### src/rtl/fetch_pkg.sv
// Shared types and default geometry for the fetch sequencer.
package fetch_pkg;

    localparam int unsigned FETCH_AW = 5;
    localparam int unsigned FETCH_IW = 16;
    localparam logic [FETCH_AW-1:0] FETCH_RESET_PC = '0;

    typedef enum logic [1:0] {
        ST_IDLE  = 2'd0,
        ST_REQ   = 2'd1,
        ST_VALID = 2'd2,
        ST_HALT  = 2'd3
    } fetch_state_e;

endpackage

### src/rtl/fetch_sequencer_if.sv
// Bundle of the imem handshake, decode hand-off and control signals of the
// fetch sequencer. master = fetch unit, slave = its environment.
interface fetch_sequencer_if
    import fetch_pkg::*;
#(
    parameter int unsigned AW = FETCH_AW,
    parameter int unsigned IW = FETCH_IW
) ();

    logic          imem_req;
    logic [AW-1:0] imem_addr;
    logic          imem_ack;
    logic [IW-1:0] imem_rdata;

    logic          instr_valid;
    logic [IW-1:0] instr;
    logic [AW-1:0] instr_pc;
    logic          stall;

    logic          br_taken;
    logic [AW-1:0] br_target;
    logic          halt;
    logic          resume;
    logic [AW-1:0] pc;
    logic          halted;

    modport master (
        output imem_req, imem_addr, instr_valid, instr, instr_pc, pc, halted,
        input  imem_ack, imem_rdata, stall, br_taken, br_target, halt, resume
    );

    modport slave (
        input  imem_req, imem_addr, instr_valid, instr, instr_pc, pc, halted,
        output imem_ack, imem_rdata, stall, br_taken, br_target, halt, resume
    );

endinterface

### src/rtl/fetch_buf.sv
// Instruction holding register presented to decode: load captures a new
// word and its address, clear drops the valid flag.
module fetch_buf #(
    parameter int unsigned AW = 5,
    parameter int unsigned IW = 16
) (
    input  logic          clk,
    input  logic          rst,
    input  logic          i_load,
    input  logic          i_clear,
    input  logic [IW-1:0] i_instr,
    input  logic [AW-1:0] i_pc,
    output logic          o_valid,
    output logic [IW-1:0] o_instr,
    output logic [AW-1:0] o_pc
);

    logic          r_valid;
    logic [IW-1:0] r_instr;
    logic [AW-1:0] r_pc;

    // Capture on load (load wins over clear); clear only drops valid
    always_ff @(posedge clk or negedge rst) begin
        if (!rst) begin
            r_valid <= 1'b0;
            r_instr <= '0;
            r_pc    <= '0;
        end else if (i_load) begin
            r_valid <= 1'b1;
            r_instr <= i_instr;
            r_pc    <= i_pc;
        end else if (i_clear) begin
            r_valid <= 1'b0;
        end
    end

    assign o_valid = r_valid;
    assign o_instr = r_instr;
    assign o_pc    = r_pc;

endmodule

### src/rtl/fetch_sequencer.sv
// Fetch sequencer: owns the PC, issues instruction-memory reads over req/ack
// and hands instructions to decode, applying redirects, stall and halt.
module fetch_sequencer
    import fetch_pkg::*;
#(
    parameter int unsigned   AW       = FETCH_AW,
    parameter int unsigned   IW       = FETCH_IW,
    parameter logic [AW-1:0] RESET_PC = FETCH_RESET_PC
) (
    input  logic              clk,
    input  logic              rst,
    fetch_sequencer_if.master bus
);

    fetch_state_e  r_state;
    fetch_state_e  w_next;
    logic [AW-1:0] r_pc;
    logic [AW-1:0] w_pc_next;
    logic          r_squash;
    logic          w_squash_next;
    logic [AW-1:0] r_sq_addr;
    logic [AW-1:0] w_sq_addr_next;
    logic          r_halted;

    logic          w_req;
    logic          w_load;
    logic          w_clr;
    logic [AW-1:0] w_pc_inc;

    logic          w_valid;
    logic [IW-1:0] w_instr;
    logic [AW-1:0] w_instr_pc;

    assign w_pc_inc = r_pc + AW'(1);
    assign w_req    = (r_state == ST_REQ) || ((r_state == ST_VALID) && !bus.stall);

    // A redirected request stays on its original address until its ack
    // retires it; only then does the fetch move to the new pc.
    assign bus.imem_req  = w_req;
    assign bus.imem_addr = r_squash ? r_sq_addr : r_pc;

    // The holding register is only valid while the FSM sits in VALID
    assign w_clr = (w_next != ST_VALID);

    // Next-state, next-pc and squash decisions (halt > branch > stall > increment)
    always_comb begin
        w_next         = r_state;
        w_pc_next      = r_pc;
        w_squash_next  = r_squash;
        w_sq_addr_next = r_sq_addr;
        w_load         = 1'b0;

        case (r_state)
            ST_IDLE: begin
                if (bus.halt) begin
                    w_next = ST_HALT;
                end else begin
                    w_next = ST_REQ;
                    if (bus.br_taken) begin
                        w_pc_next = bus.br_target;
                    end
                end
            end

            ST_REQ: begin
                if (bus.halt) begin
                    // finish the outstanding read, throw it away, then stop
                    if (bus.imem_ack) begin
                        w_next        = ST_HALT;
                        w_squash_next = 1'b0;
                    end
                end else if (bus.br_taken) begin
                    w_pc_next = bus.br_target;
                    if (bus.imem_ack) begin
                        w_squash_next = 1'b0;
                    end else if (!r_squash) begin
                        w_squash_next  = 1'b1;
                        w_sq_addr_next = r_pc;
                    end
                end else if (bus.imem_ack) begin
                    if (r_squash) begin
                        w_squash_next = 1'b0;
                    end else begin
                        w_load    = 1'b1;
                        w_pc_next = w_pc_inc;
                        w_next    = ST_VALID;
                    end
                end
            end

            ST_VALID: begin
                if (bus.halt) begin
                    w_next = ST_HALT;
                end else if (bus.br_taken) begin
                    w_pc_next = bus.br_target;
                    w_next    = ST_REQ;
                    if (w_req && !bus.imem_ack) begin
                        w_squash_next  = 1'b1;
                        w_sq_addr_next = r_pc;
                    end
                end else if (bus.stall) begin
                    w_next = ST_VALID;
                end else if (bus.imem_ack) begin
                    w_load    = 1'b1;
                    w_pc_next = w_pc_inc;
                end else begin
                    w_next = ST_REQ;
                end
            end

            ST_HALT: begin
                if (bus.br_taken) begin
                    w_pc_next = bus.br_target;
                end
                if (bus.resume && !bus.halt) begin
                    w_next = ST_REQ;
                end
            end

            default: begin
                w_next = ST_IDLE;
            end
        endcase
    end

    // State, pc, squash tracking and registered halted flag
    always_ff @(posedge clk or negedge rst) begin
        if (!rst) begin
            r_state   <= ST_IDLE;
            r_pc      <= RESET_PC;
            r_squash  <= 1'b0;
            r_sq_addr <= '0;
            r_halted  <= 1'b0;
        end else begin
            r_state   <= w_next;
            r_pc      <= w_pc_next;
            r_squash  <= w_squash_next;
            r_sq_addr <= w_sq_addr_next;
            r_halted  <= (w_next == ST_HALT);
        end
    end

    fetch_buf #(
        .AW (AW),
        .IW (IW)
    ) u_buf (
        .clk     (clk),
        .rst     (rst),
        .i_load  (w_load),
        .i_clear (w_clr),
        .i_instr (bus.imem_rdata),
        .i_pc    (r_pc),
        .o_valid (w_valid),
        .o_instr (w_instr),
        .o_pc    (w_instr_pc)
    );

    assign bus.instr_valid = w_valid;
    assign bus.instr       = w_instr;
    assign bus.instr_pc    = w_instr_pc;
    assign bus.pc          = r_pc;
    assign bus.halted      = r_halted;

endmodule

### src/flat_wrapper.sv
// flat-port wrapper written by rule: the top's interface ports become plain ports
module fetch_sequencer_flat import fetch_pkg::*;
#(
    parameter int unsigned   AW       = FETCH_AW,
    parameter int unsigned   IW       = FETCH_IW,
    parameter logic [AW-1:0] RESET_PC = FETCH_RESET_PC
)
  (clk, rst, bus_imem_req, bus_imem_addr, bus_instr_valid, bus_instr, bus_instr_pc, bus_pc, bus_halted, bus_imem_ack, bus_imem_rdata, bus_stall, bus_br_taken, bus_br_target, bus_halt, bus_resume);
  fetch_sequencer_if #(.AW(AW), .IW(IW)) bus_i ();
  input  logic clk;
  input  logic rst;
  output wire logic [$bits(bus_i.imem_req)-1:0] bus_imem_req;
  output wire logic [$bits(bus_i.imem_addr)-1:0] bus_imem_addr;
  output wire logic [$bits(bus_i.instr_valid)-1:0] bus_instr_valid;
  output wire logic [$bits(bus_i.instr)-1:0] bus_instr;
  output wire logic [$bits(bus_i.instr_pc)-1:0] bus_instr_pc;
  output wire logic [$bits(bus_i.pc)-1:0] bus_pc;
  output wire logic [$bits(bus_i.halted)-1:0] bus_halted;
  input wire logic [$bits(bus_i.imem_ack)-1:0] bus_imem_ack;
  input wire logic [$bits(bus_i.imem_rdata)-1:0] bus_imem_rdata;
  input wire logic [$bits(bus_i.stall)-1:0] bus_stall;
  input wire logic [$bits(bus_i.br_taken)-1:0] bus_br_taken;
  input wire logic [$bits(bus_i.br_target)-1:0] bus_br_target;
  input wire logic [$bits(bus_i.halt)-1:0] bus_halt;
  input wire logic [$bits(bus_i.resume)-1:0] bus_resume;
  assign bus_imem_req = bus_i.imem_req;
  assign bus_imem_addr = bus_i.imem_addr;
  assign bus_instr_valid = bus_i.instr_valid;
  assign bus_instr = bus_i.instr;
  assign bus_instr_pc = bus_i.instr_pc;
  assign bus_pc = bus_i.pc;
  assign bus_halted = bus_i.halted;
  assign bus_i.imem_ack = bus_imem_ack;
  assign bus_i.imem_rdata = bus_imem_rdata;
  assign bus_i.stall = bus_stall;
  assign bus_i.br_taken = bus_br_taken;
  assign bus_i.br_target = bus_br_target;
  assign bus_i.halt = bus_halt;
  assign bus_i.resume = bus_resume;
  fetch_sequencer #(.AW(AW), .IW(IW), .RESET_PC(RESET_PC)) u_core (.clk(clk), .rst(rst), .bus(bus_i));
endmodule
### config.mk
export PLATFORM = sky130hd
export DESIGN_NAME = fetch_sequencer_flat
export DESIGN_NICKNAME = d
export VERILOG_FILES = /design/src/rtl/fetch_pkg.sv /design/src/rtl/fetch_sequencer_if.sv /design/src/rtl/fetch_buf.sv /design/src/rtl/fetch_sequencer.sv /design/src/flat_wrapper.sv
export SDC_FILE = /design/constraint.sdc
export NUM_CORES = 1
export LEC_CHECK = 0
export CORE_UTILIZATION = 49
export CTS_CLUSTER_DIAMETER = 30
export DETAILED_ROUTE_END_ITERATION = 7
export PLACE_DENSITY_LB_ADDON = 0.2
export SYNTH_ARGS = -nofsm -noshare
export SYNTH_HDL_FRONTEND = slang
export SYNTH_HIERARCHICAL = 1
export SYNTH_SLANG_ARGS = --single-unit
### constraint.sdc
create_clock -name clk -period 6.1 [get_ports clk]
set_input_delay 1.22 -clock clk [delete_from_list [all_inputs] [get_ports clk]]
set_output_delay 1.22 -clock clk [all_outputs]
set_load 0.01 [all_outputs]
Word level (Yosys, flattened, before mapping) --
Cells that the tools add are included.
Storage, ports and cells: register bits 36, bits of input ports 28
Cells by class: eq/ne operators 16, multiplexer cells 50, reductions and logical operators 13, $add $sub $neg 1
Operator list (count):
- 5-bit two-way mux | 17
- 2-bit two-way mux | 11
- 5-bit case mux with 4 select lines | 1
- 1-bit two-way mux | 17
- 2-bit inequality test, second input constant | 8
- 7-bit AND reduction | 2
- 3-bit inequality test, second input constant | 4
- 5-bit case mux with 2 select lines | 1
- 2-bit case mux with 4 select lines | 1
- 2-bit equality test, second input constant | 3
- 5-bit by 1-bit adder with 5-bit output, second input constant | 1
- 1-bit case mux with 2 select lines | 2
- 4-bit AND reduction | 1
- 2-bit nonzero test | 2
- 1-bit logical AND | 3
- 1-bit logical NOT | 3
- 2-bit by 1-bit equality test with 1-bit output, second input constant | 1
- 2-bit logical NOT | 1
- 1-bit logical OR | 1

Depth between registers and ports, before layout --
word-level depth 8, gate-level depth with buffers 9

By module --
The synthesis kept the hierarchy.
Modules (own cells, without submodules):
- fetch_sequencer | area an instance 1041.0 um2, instances 1, cells each 106, sequential area each 350.3 um2
- fetch_buf | area an instance 820.8 um2, instances 1, cells each 47, sequential area each 550.5 um2

Least setup slack after synthesis --
No wires, ideal clock.
kind input to register, start point input port bus_br_taken, end point register u_core.u_buf.r_instr[0], in the netlist u_core/u_buf/o_instr[0], slack 3.092 ns, data arrival time 2.883 ns, stages on the path 6, cell sequence buf_2 nand2b_1 buf_2 nor4b_1 buf_6 mux2_2
On the way: longest elaborated chain between the ends 3, elaborated cells between the ends (all ways) 5, classes of those cells mux (5)
RTL lines:
- start, declared | RTL line flat_wrapper.sv:22 | input wire logic [$bits(bus_i.br_taken)-1:0] bus_br_taken;
- 1-bit two-way mux, on equally long branches | RTL line fetch_sequencer.sv:94, fetch_sequencer.sv:72
- 1-bit two-way mux, on equally long branches | RTL line fetch_sequencer.sv:92, fetch_sequencer.sv:66
- 1-bit case mux with 2 select lines * | RTL line fetch_sequencer.sv:53 | case (r_state)
- named net u_core.w_load | RTL line fetch_sequencer.sv:26 | logic w_load;
- end signal, assigned | RTL line fetch_buf.sv:30 | r_instr <= i_instr;
- end, declared | RTL line fetch_buf.sv:19 | logic [IW-1:0] r_instr;
The timed path passes the listed nets; every way through them passes the cells marked *. A chain may end at the register's enable or synchronous reset.

Worst setup path in the final report --
start point input port bus_stall, end point output port bus_imem_req
On the way: longest elaborated chain between the ends 3
RTL lines:
- start, declared | RTL line flat_wrapper.sv:21 | input wire logic [$bits(bus_i.stall)-1:0] bus_stall;
- 1-bit logical NOT | RTL line fetch_sequencer.sv:35 | assign w_req = (r_state == ST_REQ) || ((r_state == ST_VALID) && !bus.stall);
- 1-bit logical AND | RTL line fetch_sequencer.sv:35
- 1-bit logical OR | RTL line fetch_sequencer.sv:35
- end, declared | RTL line flat_wrapper.sv:12 | output wire logic [$bits(bus_i.imem_req)-1:0] bus_imem_req;
Every way passes these cells.

==> impl_metrics.tcl <==
set metrics [dict create \
    synth_commonest_cells "dfrtp_1 (36), mux2_2 (29), nand2_1 (11)" \
    cts_buffer_depth 2 \
    r2r-start "u_core/r_state[0]" \
    setup_ws_ps 2290 \
    drt_iter0_drc 123 \
    post_cts_buffers 0 \
    vias 1399 \
    yosysTopAreaCellShare 0.484 \
    drcViolationCount 0 \
    ir_worst_vdd_mv 0.234 \
    r2r_end "u_core/u_buf/o_instr[15]" \
    finalHoldViolCount 0 \
    yosys_warnings 6 \
    track_usage 0.216 \
    yosys.cell_count.top_type "dfrtp_1" \
    antenna_cells 0 \
    routed_wl_um 3870 \
    critPathSlowestCell "clkdlybuf4s50_1" \
    die_w_um 63.6 \
    holdPathEnd "u_core/r_sq_addr[2]" \
    slew_violations 0 \
    port_buffers 61 \
    root_buffer "clkbuf_8" \
    cts_buffers 5 \
    clock_sinks 36 \
    grt_max_degree 37 \
    outcome "completed" \
    synth_area_um2 1860 \
    path_cells "clkdlybuf4s50_1 > or2b_1 > nand2b_1 > clkdlybuf4s50_1" \
    layout.nets 247 \
    ant_nets 0 \
    cap_violations 0 \
    drive_gt1_frac 0.216 \
    path_delay_family "buffers and inverters" \
    start_util 0.509 \
    clock_latency_ps 290 \
    synth.distinct_cells 34 \
    hold_buffers 0 \
    synth_ff_type "dfrtp_1" \
    cts_tree "done" \
    core-area_um2 3660 \
    preCtsSetupSlack_ps 2290 \
    first_global_vias 1442 \
    cp_max_fo 4 \
    place.gp.congestion 0.828 \
    grt_overflow_total 0 \
    finalCritPeriodShare 0.624 \
    path_buf_inv 2 \
    tightest_slew_ps 759 \
    power_density_nw_per_um2 506 \
    area_delta_synth_final_pct 37.6 \
    end_kind "primary output" \
    crit_top_cell "clkdlybuf4s50_1" \
    synth-seq-cells 36 \
    relSlewSlack 0.494 \
    period_needed_ps 3810 \
    dp_hpwl_um 2840 \
    min_from "u_core/r_sq_addr[2]" \
    worstSetupStartpointType "input port" \
    row_count 22 \
    antenna_found_initial 0 \
    setup_viol 0 \
    p_leak_uw 0.00111 \
    worstSetupPathType "in -> out" \
    die_y_um 63.6 \
    synth_edf_count 0 \
    dr.pass1.iters 4 \
    syn_inst 153 \
    rrSetupSlack_ps 3670 \
    synth.net_count 187 \
    finalSetupTns_ps 0 \
    ys_async_sr_fraction 1.00 \
    synth_seq_area_share 0.484 \
    avgSynthCellArea_um2 12.2 \
    skew_ps 7.63 \
    drt-wirelength-per-cell_um 14.8 \
    worst_hold_path_type "reg -> reg" \
    min_path_cells 2 \
    synthTopCellsByArea "dfrtp_1 (48%), mux2_2 (18%), ha_1 (4.0%)" \
    synth_top_area_cell "dfrtp_1" \
    cts.htree.levels 2 \
    dieArea_um2 4050 \
    post_cts_resized 0 \
    cts.reportedPaths.clkPinSlew_ps 70 \
    via_per_inst 5.36 \
    cpPeakStageDelay_ps 530 \
    grt_pass1_wl_um 6490 \
    fmax_mhz 263 \
    rsz0062_at_grt "false" \
    rr_worst_depth 7 \
    worstPathRequired_ps 4880 \
    io_pins 62 \
    arrival_ps 2590 \
]
==> sequential cells by signal, summed over array words and instances (netlist names) <==
name / cells
u_core/u_buf/o_instr: 16
u_core/r_sq_addr: 5
u_core/u_buf/o_valid: 1
u_core/r_state: 2
u_core/u_buf/o_pc: 5
u_core/bus.halted: 1
u_core/bus.pc: 5
u_core/r_squash: 1
==> metal layers <==
| layer | vias to the layer above | track usage | wire (um) |
|---|---|---|---|
| met5 | - | 0 | 0 |
| met4 | 0 | 0.102 | 40 |
| met3 | 4 | 0.0815 | 268 |
| met2 | 39 | 0.364 | 1960 |
| met1 | 696 | 0.236 | 1600 |
| li1 | 660 | - | - |
==> report_power, final <==
group	total (uW)	switching [uW]	internal, uW
registers	440	91.6	348
logic	678	292	386
clock network	179	78.3	100
==> per-stage QoR <==
step	std cells	util	hold WS (ps)	cell area, um2	power [uW]
2_1_floorplan	153	-	450	1860	835
6_report	261	0.700	486	2560	1300
3_5_place_dp	254	0.673	476	2460	1120
3_3_place_gp	254	0.673	463	2460	1100
5_1_grt	261	0.700	524	2560	1390
4_1_cts	261	0.700	494	2560	1310
==> how the worst max path moves through the flow <==
stage	cells after the start	end	from
after floorplan	6	u_core/u_buf/o_instr[0]	bus_br_taken
after global placement	4	bus_imem_req	bus_stall
after detailed placement	4	bus_imem_req	bus_stall
after CTS	4	bus_imem_req	bus_stall
after global routing	4	bus_imem_req	bus_stall
final	4	bus_imem_req	bus_stall
==> cell type report <==
type                    count  area (um2)
inverters                   7        26.3
clock buffers               7        96.3
flip-flops and latches     36         901
multi-input cells         101         865
well taps                  48        60.1
repair buffers             62         613
fillers                   266        1100
==> worst min-delay path: stages, from the launching register on <==
cell and delay [ps]:
dfrtp_1 350, nand2_1 50, o21ai_0 60
==> cell families after synthesis <==
| logic type | after synthesis | synth area share |
|---|---|---|
| AND/OR/NAND/NOR | 36 | 0.104 |
| flip-flops | 36 | 0.484 |
| multiplexers | 30 | 0.181 |
| AO/OA/AOI/OAI | 29 | 0.136 |
| buffers and inverters | 16 | 0.0551 |
| adder cells (fa/ha/maj) | 6 | 0.0403 |
==> layout by cell type, fill, tap and decap left out, types with 2 or more instances in the layout <==
cell,Yosys,layout
nand2b_1,5,5
nand3_1,5,5
nor2_1,2,2
ha_1,6,6
a21oi_1,3,3
nor2b_1,6,6
mux2_2,29,29
o21ai_1,3,3
clkdlybuf4s50_1,0,60
dfrtp_1,36,36
inv_1,7,7
o21ai_0,7,7
nor4_1,3,3
a211o_1,3,3
nand2_1,11,11
clkbuf_8,0,7
Note: power is estimated with default switching activity, not from simulation.
